## config.mk

```make
export PLATFORM = sky130hd
export DESIGN_NAME = jk_updown_counter
export DESIGN_NICKNAME = d
export VERILOG_FILES = /design/src/rtl/jk_updown_counter_pkg.sv /design/src/rtl/jk_updown_counter_ffjk.sv /design/src/rtl/jk_updown_counter.sv
export SDC_FILE = /design/constraint.sdc
export NUM_CORES = 1
export LEC_CHECK = 0
export BUFFER_PORTS_ARGS = -buffer_cell sky130_fd_sc_hd__buf_2
export CELL_PAD_IN_SITES_DETAIL_PLACEMENT = 2
export CELL_PAD_IN_SITES_GLOBAL_PLACEMENT = 2
export CORE_AREA = 2 2 41 43
export CTS_BUF_LIST = sky130_fd_sc_hd__clkbuf_16
export DETAILED_ROUTE_END_ITERATION = 10
export DIE_AREA = 0 0 43 45
export PLACE_DENSITY = 0.78
export SETUP_SLACK_MARGIN = 0.02
export SKIP_LAST_GASP = 1
export SLEW_MARGIN = 15
export SYNTH_ARGS = -nofsm -noshare
export SYNTH_HDL_FRONTEND = slang
export SYNTH_HIERARCHICAL = 1
export SYNTH_SLANG_ARGS = --single-unit
```

## constraint.sdc

```tcl
create_clock -name clk -period 2.4 [get_ports clk]
set_clock_uncertainty 0.15 [all_clocks]
set_input_delay 0.36 -clock clk [delete_from_list [all_inputs] [get_ports clk]]
set_output_delay 0.36 -clock clk [all_outputs]
set_load 0.005 [all_outputs]
```

## src/rtl/jk_updown_counter_pkg.sv

```systemverilog
// Shared constants and types for the JK up/down counter.
// Latency: n/a (declarations only).
// Backpressure: n/a (declarations only).
package jk_updown_counter_pkg;

  // Counter width: default value and the legal range.
  localparam int JKC_WIDTH_DEFAULT = 4;
  localparam int JKC_WIDTH_MIN     = 2;
  localparam int JKC_WIDTH_MAX     = 8;

  // Per-edge operation, listed from lowest to highest priority.
  typedef enum logic [1:0] {
    JKC_HOLD = 2'b00,
    JKC_UP   = 2'b01,
    JKC_DOWN = 2'b10,
    JKC_LOAD = 2'b11
  } jkc_op_t;

endpackage : jk_updown_counter_pkg

```

## src/rtl/jk_updown_counter_ffjk.sv

```systemverilog
// Single JK flip-flop cell with a clock enable and asynchronous active-high clear.
// Latency: q updates one clk edge after j/k are sampled.
// Backpressure: none; the cell captures on every enabled edge.
module jk_updown_counter_ffjk (
  input  logic i_clk,
  input  logic i_rst,
  input  logic i_en,
  input  logic i_j,
  input  logic i_k,
  output logic o_q
);

  logic r_q;

  // JK behaviour: 00 hold, 01 clear, 10 set, 11 toggle.
  always_ff @(posedge i_clk or posedge i_rst) begin
    if (i_rst) begin
      r_q <= 1'b0;
    end else if (i_en) begin
      case ({i_j, i_k})
        2'b01:   r_q <= 1'b0;
        2'b10:   r_q <= 1'b1;
        2'b11:   r_q <= ~r_q;
        default: r_q <= r_q;
      endcase
    end
  end

  assign o_q = r_q;

endmodule : jk_updown_counter_ffjk

```

## src/rtl/jk_updown_counter.sv

```systemverilog
// Up/down counter built from JK flip-flops, with parallel load, terminal count and wrap pulse.
// Latency: Q and Wrap register on the next clk edge; TC is combinational from Q, Up and En.
// Backpressure: none; Load and En are sampled on every rising edge.
module jk_updown_counter
  import jk_updown_counter_pkg::*;
#(
  parameter int WIDTH = JKC_WIDTH_DEFAULT
) (
  input  logic             clk,
  input  logic             reset,
  input  logic             En,
  input  logic             Up,
  input  logic             Load,
  input  logic [WIDTH-1:0] D,
  output logic [WIDTH-1:0] Q,
  output logic             TC,
  output logic             Wrap
);

  jkc_op_t          w_op;
  logic [WIDTH-1:0] w_q;
  logic [WIDTH-1:0] w_j;
  logic [WIDTH-1:0] w_k;
  logic [WIDTH-1:0] w_ones_below;
  logic [WIDTH-1:0] w_zeros_below;
  logic             w_all_ones;
  logic             w_all_zeros;
  logic             r_wrap;

  // Select this edge's operation: Load beats count, count beats hold.
  always_comb begin
    w_op = JKC_HOLD;
    if (Load) begin
      w_op = JKC_LOAD;
    end else if (En) begin
      w_op = Up ? JKC_UP : JKC_DOWN;
    end
  end

  // Toggle conditions per bit: all lower bits 1 (up) or all lower bits 0 (down).
  for (genvar gi = 0; gi < WIDTH; gi++) begin : g_prefix
    if (gi == 0) begin : g_lsb
      assign w_ones_below[gi]  = 1'b1;
      assign w_zeros_below[gi] = 1'b1;
    end else begin : g_upper
      assign w_ones_below[gi]  = &w_q[gi-1:0];
      assign w_zeros_below[gi] = ~|w_q[gi-1:0];
    end
  end

  // J/K excitation; enable gating lives here so the cells can run ungated.
  always_comb begin
    w_j = '0;
    w_k = '0;
    case (w_op)
      JKC_LOAD: begin
        w_j = D;
        w_k = ~D;
      end
      JKC_UP: begin
        w_j = w_ones_below;
        w_k = w_ones_below;
      end
      JKC_DOWN: begin
        w_j = w_zeros_below;
        w_k = w_zeros_below;
      end
      default: begin
        w_j = '0;
        w_k = '0;
      end
    endcase
  end

  // One JK cell per state bit, cell enable tied high.
  for (genvar gb = 0; gb < WIDTH; gb++) begin : g_bit
    jk_updown_counter_ffjk u_ffjk (
      .i_clk (clk),
      .i_rst (reset),
      .i_en  (1'b1),
      .i_j   (w_j[gb]),
      .i_k   (w_k[gb]),
      .o_q   (w_q[gb])
    );
  end

  assign w_all_ones  = &w_q;
  assign w_all_zeros = ~|w_q;

  // Terminal count reacts to Up/En in the same cycle; it is still valid from Q=0 during reset.
  assign TC = En & (Up ? w_all_ones : w_all_zeros);

  // Wrap pulses for the cycle after a counting edge taken at terminal count; a load suppresses it.
  always_ff @(posedge clk or posedge reset) begin
    if (reset) begin
      r_wrap <= 1'b0;
    end else begin
      r_wrap <= TC & ~Load;
    end
  end

  assign Q    = w_q;
  assign Wrap = r_wrap;

endmodule : jk_updown_counter

```

; ---- Yosys cells after proc, flatten, opt, wreduce, memory -nomap -nowiden
; Cells that the tools add are included.
; Widths: inputs -> output; s select.
[op_classes]
eq_ne = 15
mux = 10
bitwise = 8
n_reduce_logical = 14
[ops]
columns = op, count
row1 = $pmux 4 s3, 2
row2 = $eq 2x2->1 const B, 10
row3 = $pmux 1 s3, 4
row4 = $reduce_bool 3->1, 4
row5 = $eq 2x1->1 const B, 5
row6 = $mux 2, 3
row7 = $not 1->1, 5
row8 = $logic_not 1->1, 4
row9 = $not 4->4, 1
row10 = $reduce_and 4->1, 1
row11 = $reduce_or 4->1, 1
row12 = $reduce_and 3->1, 1
row13 = $reduce_or 3->1, 1
row14 = $and 1x1->1, 2
row15 = $reduce_and 2->1, 1
row16 = $reduce_or 2->1, 1
row17 = $mux 1, 1
[word_totals]
register_bits = 5
inputBits = 9
output_inout_bits = 6
wordCells = 52

; ---- Longest topological paths before layout
; Gate-level depths: netlist of run 1.
[depth]
depth_word = 7
mapped_depth = 5
ltp_nobuf = 5

; ---- Cells and area by module
; The synthesis of run 1 kept the hierarchy.
[by_module_without_submodules]
columns = mod, instances, cells_per_inst, area_each_um2, seq_area_each_um2
row1 = jk_updown_counter, 1, 28, 180.2, 25.0
row2 = jk_updown_counter_ffjk, 4, 4, 40.0, 25.0

; ---- Worst setup path before layout of run 1
; OpenSTA, ideal clock, no wires.
[synth_timing]
path_type = register -> output
from = reg g_bit[1].u_ffjk.r_q
to = out TC
arrival_time_ns = 1.221
required_time_ns = 1.890
setup_slack_ns = 0.669
stages_incl_launch_ff = 4
n_path_buf = 0
path_cell_list = dfrtp_1 > or4_4 > mux2i_1 > and2_1
[synth_between]
elab_chain_cells = 4
elab_cells_between_ends = 5
cone_classes = mux: 1 / bitwise: 1 / reduce/logical: 3
[synth_rtl]
columns = element, line_no
row1 = from (decl), jk_updown_counter_ffjk.sv:13  ; logic r_q;
row2 = from (signal assigned), jk_updown_counter_ffjk.sv:23  ; 2'b11: r_q <= ~r_q;
row3 = from (signal assigned), jk_updown_counter_ffjk.sv:24  ; default: r_q <= r_q;
row4 = $reduce_or 4->1, jk_updown_counter.sv:88  ; assign w_all_zeros = ~|w_q;
row5 = $logic_not 1->1, jk_updown_counter.sv:88
row6 = $mux 1 *, jk_updown_counter.sv:91  ; assign TC = En & (Up ? w_all_ones : w_all_zeros);
row7 = $and 1x1->1 *, jk_updown_counter.sv:91
row8 = to (decl), jk_updown_counter.sv:16  ; output logic TC,
; Every way passes the cells marked *; elsewhere a longest branch is shown, timed or not.

; ---- Worst setup path after layout of run 1
; Ends and elaborated chain as after synthesis.

==> results of run 1 <==
[registers in the layout, indices dropped and copies added, names as in the netlist]
| register | count |
|---|---|
| g_bit.u_ffjk/o_q | 4 |
| Wrap | 1 |
[placed cells by master, fill, tap and decap left out, drive strengths merged, types with 2 or more instances in the layout]
cell    count
and2        2
dfrtp       5
conb        8
a21oi       5
buf        14
inv         7
clkbuf      3
o21ai       3
a31oi       4
nand2       7
[critical path, cell delays in order, from the launching register on]
cell and delay (ns):
dfrtp_1 0.45, or4_4 0.54, mux2i_1 0.16, and2_1 0.14, buf_2 0.10
[kinds of logic after synthesis]
logic type / count (synthesis) / share of synthesized area
AO/OA/AOI/OAI: 15 / 0.2610
AND/OR/NAND/NOR: 15 / 0.2390
buffers and inverters: 6 / 0.06617
flip-flops: 5 / 0.3676
XOR/XNOR: 1 / 0.02574
multiplexers: 1 / 0.02941
other: 1 / 0.01102
[cell usage after synthesis]
cell type  count  share of area
nand2_1        7          0.077
nand4_1        1          0.018
a21o_2         1          0.026
o21bai_1       1          0.022
nor3_1         1          0.015
o21a_1         1          0.022
a21oi_1        5          0.074
o21ai_0        3          0.044
dfrtp_1        5           0.37
nand2b_1       1          0.018
nor2b_1        1          0.018
and2_1         2          0.037
xnor2_1        1          0.026
inv_1          6          0.066
conb_1         1          0.011
or4_4          1          0.033
mux2i_1        1          0.029
a31oi_1        4          0.074
and3_2         1          0.022
[metal layers]
layer | vias up | global-route usage | wire length [um]
met5 | - | 0 | 0
met4 | 0 | 0.07273 | 19
met3 | 2 | 0.03600 | 67
met2 | 13 | 0.2545 | 584
met1 | 187 | 0.1379 | 462
li1 | 194 | - | -
[power by group]
group          internal [mW]  switching [mW]  leakage [nW]
registers              0.110          0.0451        0.0586
logic                 0.0601          0.0538         0.199
clock network          0.216          0.0563        0.0423
total                  0.387           0.155         0.300
[through the flow]
step / worst slack, ns / instance area [sq um] / util / std cells / hold WS, ns
5_1_grt: 0.1952 / 545.5 / 0.3707 / 86 / 0.3605
4_1_cts: 0.2493 / 545.5 / 0.3707 / 86 / 0.3364
6_report: 0.2714 / 545.5 / 0.3707 / 86 / 0.3295
3_5_place_dp: 0.4595 / 456.7 / 0.3104 / 81 / 0.09509
2_1_floorplan: 0.6690 / 366.6 / - / 51 / -0.06129
3_3_place_gp: 0.4815 / 456.7 / 0.3104 / 81 / 0.08738
[layout make-up]
class / instances / area share
inverter: 6 / 0.04128
clock buffer: 3 / 0.1376
clock inverter: 1 / 0.006881
sequential: 5 / 0.2294
multi-input combinational: 40 / 0.4014
tap: 16 / 0.03670
timing repair buffer: 15 / 0.1468
[how the worst max path moves through the flow]
stage,to,cells past startpoint,start
after floorplan,TC,3,g_bit[1].u_ffjk/o_q
after global placement,TC,5,Up
after detailed placement,TC,5,Up
after CTS,TC,4,g_bit[1].u_ffjk/o_q
after global routing,TC,4,g_bit[1].u_ffjk/o_q
final,TC,4,g_bit[1].u_ffjk/o_q
==> impl_results.md, run 1 <==
- CP max FO: 7
- Largest net degree at the start of global routing: 9
- First-pass GRT wire length: 1.828 mm
- CP Class: reg -> out
- Worst hold path class: in -> reg
- Worst-path clk slew: 0.04 ns
- Yosys warns: 6
- # IOs: 15
- Starting DRT DRC Count: 0
- CTS tree: yes
- Die area: 1935 sq um
- Post-DP HPWL: 914 um
- Status: completed
- Tmin final: 2.129 ns
- Leakage: 0.2999 nW
- DR WL/cell: 13.17 um
- Root Buffer Master: clkbuf_16
- H-tree Lvls: 1
- Count of final max-slew check failures: 0
- Vias/cell: 4.605
- Hold depth: 3
- Via count: 396
- FF-to-FF setup slack: 0.65 ns
- Die X: 43 um
- Drt drc: 0
- Total gr overflow: 0
- FF-to-FF path depth: 5
- Initial core utilization: 0.2313
- Peak supply drop: 0.4639 mV
- Pwr dens: 993.2 nW/um^2
- Max Fclk: 0.4698 GHz
- Clk_lat worst skew: 0.23 ns
- Sequential area share after synthesis: 0.3676
- Total wire length: 1.133 mm
- Layout cells sized above 1: 0.2857
- Final GP Congestion: 0.7202
- Layout Nets: 80
- CP startpoint kind: flop
- Final TNS setup: 0 ns
- Unrepaired setup endpoints after global routing: false
- Sequential Area: 125.1 sq um
- Synthesized area: 340.3 sq um
- Die height: 45 um
- Min-delay src: En
- Core Area: 1471 sq um
- Multi-input gate area: 219.0 sq um
- FILL cells: 191
- Mapped Cells: 44
- Row cnt: 14
- Hold Violations, Final: 0
- TritonRoute pass-1 iters: 1
- CTS resizes: 0
- Setup crit end kind: output port
- Port bufs: 14
- Syn Area/Cell: 7.735 sq um
- Reg2reg start: g_bit[1].u_ffjk/o_q
- Clock sinks: 5
- Total Routing Usage GR: 0.1358
- Vias in the first global route: 419
- # diodes: 0
- Total Power: 0.5418 mW
- Data required time of the worst path: 1.89 ns
- Routed Antenna Nets: 0
- Final Cycle Share: 0.8869
- WP data arrival: 1.62 ns
- R2r endpoint: g_bit[3].u_ffjk/o_q
- Clock Path Buffers: 2
- Post-CTS setup buffer count: 0
- Initial antenna violation count: 0
- Yosys reg bits: 5
- Setup violators final: 0
- Layout area overhead: 60.29%
- Post-synth cell types: 19
- Worst Hold Endpoint: g_bit[0].u_ffjk/o_q
- Hold-fix buffer count after cts: 1
- Max Cap Viol: 0
- CTS buffer count: 3
Power figures use the tool's default switching activity.
==> inputs of run 2 (changes only) <==
CELL_PAD_IN_SITES_DETAIL_PLACEMENT = 0   (was 2)
CORE_AREA = 2 2 44 46   (was 2 2 41 43)
DIE_AREA = 0 0 46 48   (was 0 0 43 45)
GPL_TIMING_DRIVEN = 0   (was unset)
PLACE_DENSITY = 0.81   (was 0.78)
SYNTH_HIERARCHICAL = unset   (was 1)
==> run 2 against run 1 <==
- sequential cell count stayed put
- utilization is 2.4 points higher
- largest power group unchanged
- clock power hardly changed
- hold slack worse by 0.14 ns
- routed wire length is 3.9% lower
- critical endpoint is now g_bit[3].u_ffjk.o_q
- synthesized cell count is 30% higher
- critical path type is now in -> reg
==> impl_results.md, run 2 <==
- Core Area: 1689 sq um (+15%)
- Max Fclk: 0.5366 GHz (+14%)
- Post-synth cell types: 27 (+8)
- Worst-path clk slew: 0.03 ns (about the same)
- Relative slew margins: 0.7605
- Total wire length: 1.089 mm (-3.9%)
- Root Buffer Master: clkbuf_16
- WP data arrival: 1.82 ns (+0.20 ns)
- Sequential area share after synthesis: 0.2571 (-0.1106)
- Area contributors post-synth: dfrtp_1 (26%), ha_1 (13%), buf_4 (7.7%)
- Setup violators final: 0 (unchanged)
- CTS buffer count: 3 (unchanged)
- Synth async-reset ratio: 1.000 (unchanged)
- CTS tree: yes
- Leakage: 0.3448 nW (+15%)
- Placement Setup Slack: 0.3221 ns (-0.1374 ns)
- Count leader, synth: inv_1
- Layout cells sized above 1: 0.3421 (+0.05639)
- Via count: 448 (+13%)
- Port bufs: 14 (unchanged)
- Data required time of the worst path: 2.35 ns (+0.46 ns)
- First-pass GRT wire length: 1.807 mm (-1.1%)
- Starting DRT DRC Count: 2 (+2)
- CP startpoint kind: primary input
- Sequential Area: 125.1 sq um (unchanged)
- Setup ws final: 0.5365 ns (+0.2651 ns)
- Tmin final: 1.863 ns (-0.2651 ns)
- FILL cells: 186 (-2.6%)
- TritonRoute pass-1 iters: 4 (+3)
- Clock sinks: 5 (unchanged)
- Pwr dens: 976.2 nW/um^2 (-1.7%)
- Final GP Congestion: 0.6649 (-7.7%)
- Synth top area share: 0.2571 (-0.1106)
- Post-DP HPWL: 783.8 um (-14%)
- Peak supply drop: 0.3489 mV (-25%)
- Final TNS setup: 0 ns (unchanged)
- Most common cell after layout, fill and taps aside: buf_2
- FF-to-FF setup slack: 0.74 ns (+0.09 ns)
- Hold Violations, Final: 0 (unchanged)
- Initial antenna violation count: 0 (unchanged)
- Die height: 48 um (+6.7%)
- CP max FO: 3 (-4)
- Multi-input gate area: 282.8 sq um (+29%)
- Total gr overflow: 0 (unchanged)
- DR WL/cell: 11.71 um (-11%)
- H-tree Lvls: 1 (unchanged)
- Hold-fix buffer count after cts: 1 (unchanged)
- Yosys warns: 0 (-6)
- Commonest cells post-synth: inv_1 (8), a21oi_1 (6), buf_4 (5), dfrtp_1 (5), ha_1 (5)
- Clk_lat worst skew: 0.23 ns (about the same)
- # IOs: 15 (unchanged)
- Worst Tran Pin Value: 0.3593 ns
- Total Power: 0.6510 mW (+20%)
- Row cnt: 15 (+1)
- Layout Nets: 91 (+14%)
- Clock Path Buffers: 2 (unchanged)
- # diodes: 0 (unchanged)
- Mapped Cells: 57 (+30%)
- Vias/cell: 4.817 (+4.6%)
- Drt drc: 0 (unchanged)
- Total Routing Usage GR: 0.1238 (-0.01192)
- Status: completed
- Synthesized area: 486.7 sq um (+43%)
- Max reg flops: 4 (unchanged)
- Count of final max-slew check failures: 0 (unchanged)
- Post-CTS setup buffer count: 0 (unchanged)
- Final Cycle Share: 0.7765 (-0.1104)
- Initial core utilization: 0.2881 (+0.05686)
- Yosys reg bits: 5 (unchanged)
- Routed Antenna Nets: 0 (unchanged)
- Commonest non-fill, non-tap cells in the layout: buf_2 (14), inv_1 (9), a21oi_1 (6)
- Syn Area/Cell: 8.539 sq um (+10%)
- Predominant post-synthesis flop cell: dfrtp_1
- Final hold slack: 0.1884 ns (-0.1411 ns)
- Layout area overhead: 37.02%
- EDFF count, synth: 0 (unchanged)
- Unrepaired setup endpoints after global routing: false
- Largest net degree at the start of global routing: 11 (+2)
- Syn Nets: 71
- Post-synth top area cell: dfrtp_1
- Setup crit end kind: flop
- Die X: 46 um (+7.0%)
- Worst hold path class: in -> reg
- Vias in the first global route: 404 (-3.6%)
- CP Class: in -> reg
- CTS resizes: 0 (unchanged)
- Die area: 2208 sq um (+14%)
- Max Cap Viol: 0 (unchanged)
[run 2: changes by cell type after synthesis, moves of 3 or more]
cell and delta:
buf_4 +5, ha_1 +5, nand2_1 -5, a31oi_1 -3
[run 2: critical path: stages]
cell and delay, ns:
buf_2 0.11, a21oi_1 0.27, ha_1 0.24, or4b_4 0.47, a311oi_1 0.29, a21oi_1 0.06
[run 2: area by class of cell]
cell class	instances	area share
Clock buffer	3	0.1126
Buffer	6	0.07317
Timing Repair Buffer	15	0.1201
Tap cell	17	0.03189
Sequential cell	5	0.1876
Inverter	8	0.04503
Clock inverter	1	0.005629
Multi-Input combinational cell	38	0.4240
[run 2: through the flow]
| step | instances | instance area [sq um] | util |
|---|---|---|---|
| after floorplan | 57 | 486.7 | - |
| after global placement | 88 | 578.1 | 0.3422 |
| after detailed placement | 88 | 578.1 | 0.3422 |
| after CTS | 93 | 666.9 | 0.3948 |
| after global routing | 93 | 666.9 | 0.3948 |
| final | 93 | 666.9 | 0.3948 |
[run 2: cell families (layout without fill, tap and decap cells)]
kind of cell,count (synthesis),count (layout),synth area share
simple gates,17,17,0.2288
compound gates,15,15,0.2031
flops,5,5,0.2571
buf+inv,14,33,0.1620
mux,1,1,0.02057
fa+ha+maj,5,5,0.1285
[run 2: power breakdown]
part	leakage [nW]	total, mW	internal [mW]	switching, mW
combinational	0.242	0.215	0.125	0.0909
clock	0.0423	0.273	0.216	0.0574
sequential	0.0604	0.162	0.115	0.0468
total	0.345	0.651	0.456	0.195
[run 2: path summary, 6_finish.rpt]
path,start,endpoint,depth (start not counted)
max in group asynchronous,reset,g_bit[3].u_ffjk.o_q,3
max,En,g_bit[3].u_ffjk.o_q,6
max reg2reg,g_bit[1].u_ffjk.o_q,g_bit[3].u_ffjk.o_q,3
min,Load,Wrap,2
min reg2reg,g_bit[3].u_ffjk.o_q,Wrap,2
min in group asynchronous,reset,Wrap,3
[run 2: routing by layer]
metal | share of wire | routed length [um] | GRT usage | up-vias
met4 | 0.028 | 31 | 0.1200 | 0
met3 | 0.043 | 47 | 0.01132 | 3
met2 | 0.44 | 478 | 0.1778 | 13
met1 | 0.49 | 532 | 0.1599 | 194
li1 | - | - | - | 238
met5 | 0 | 0 | 0 | -
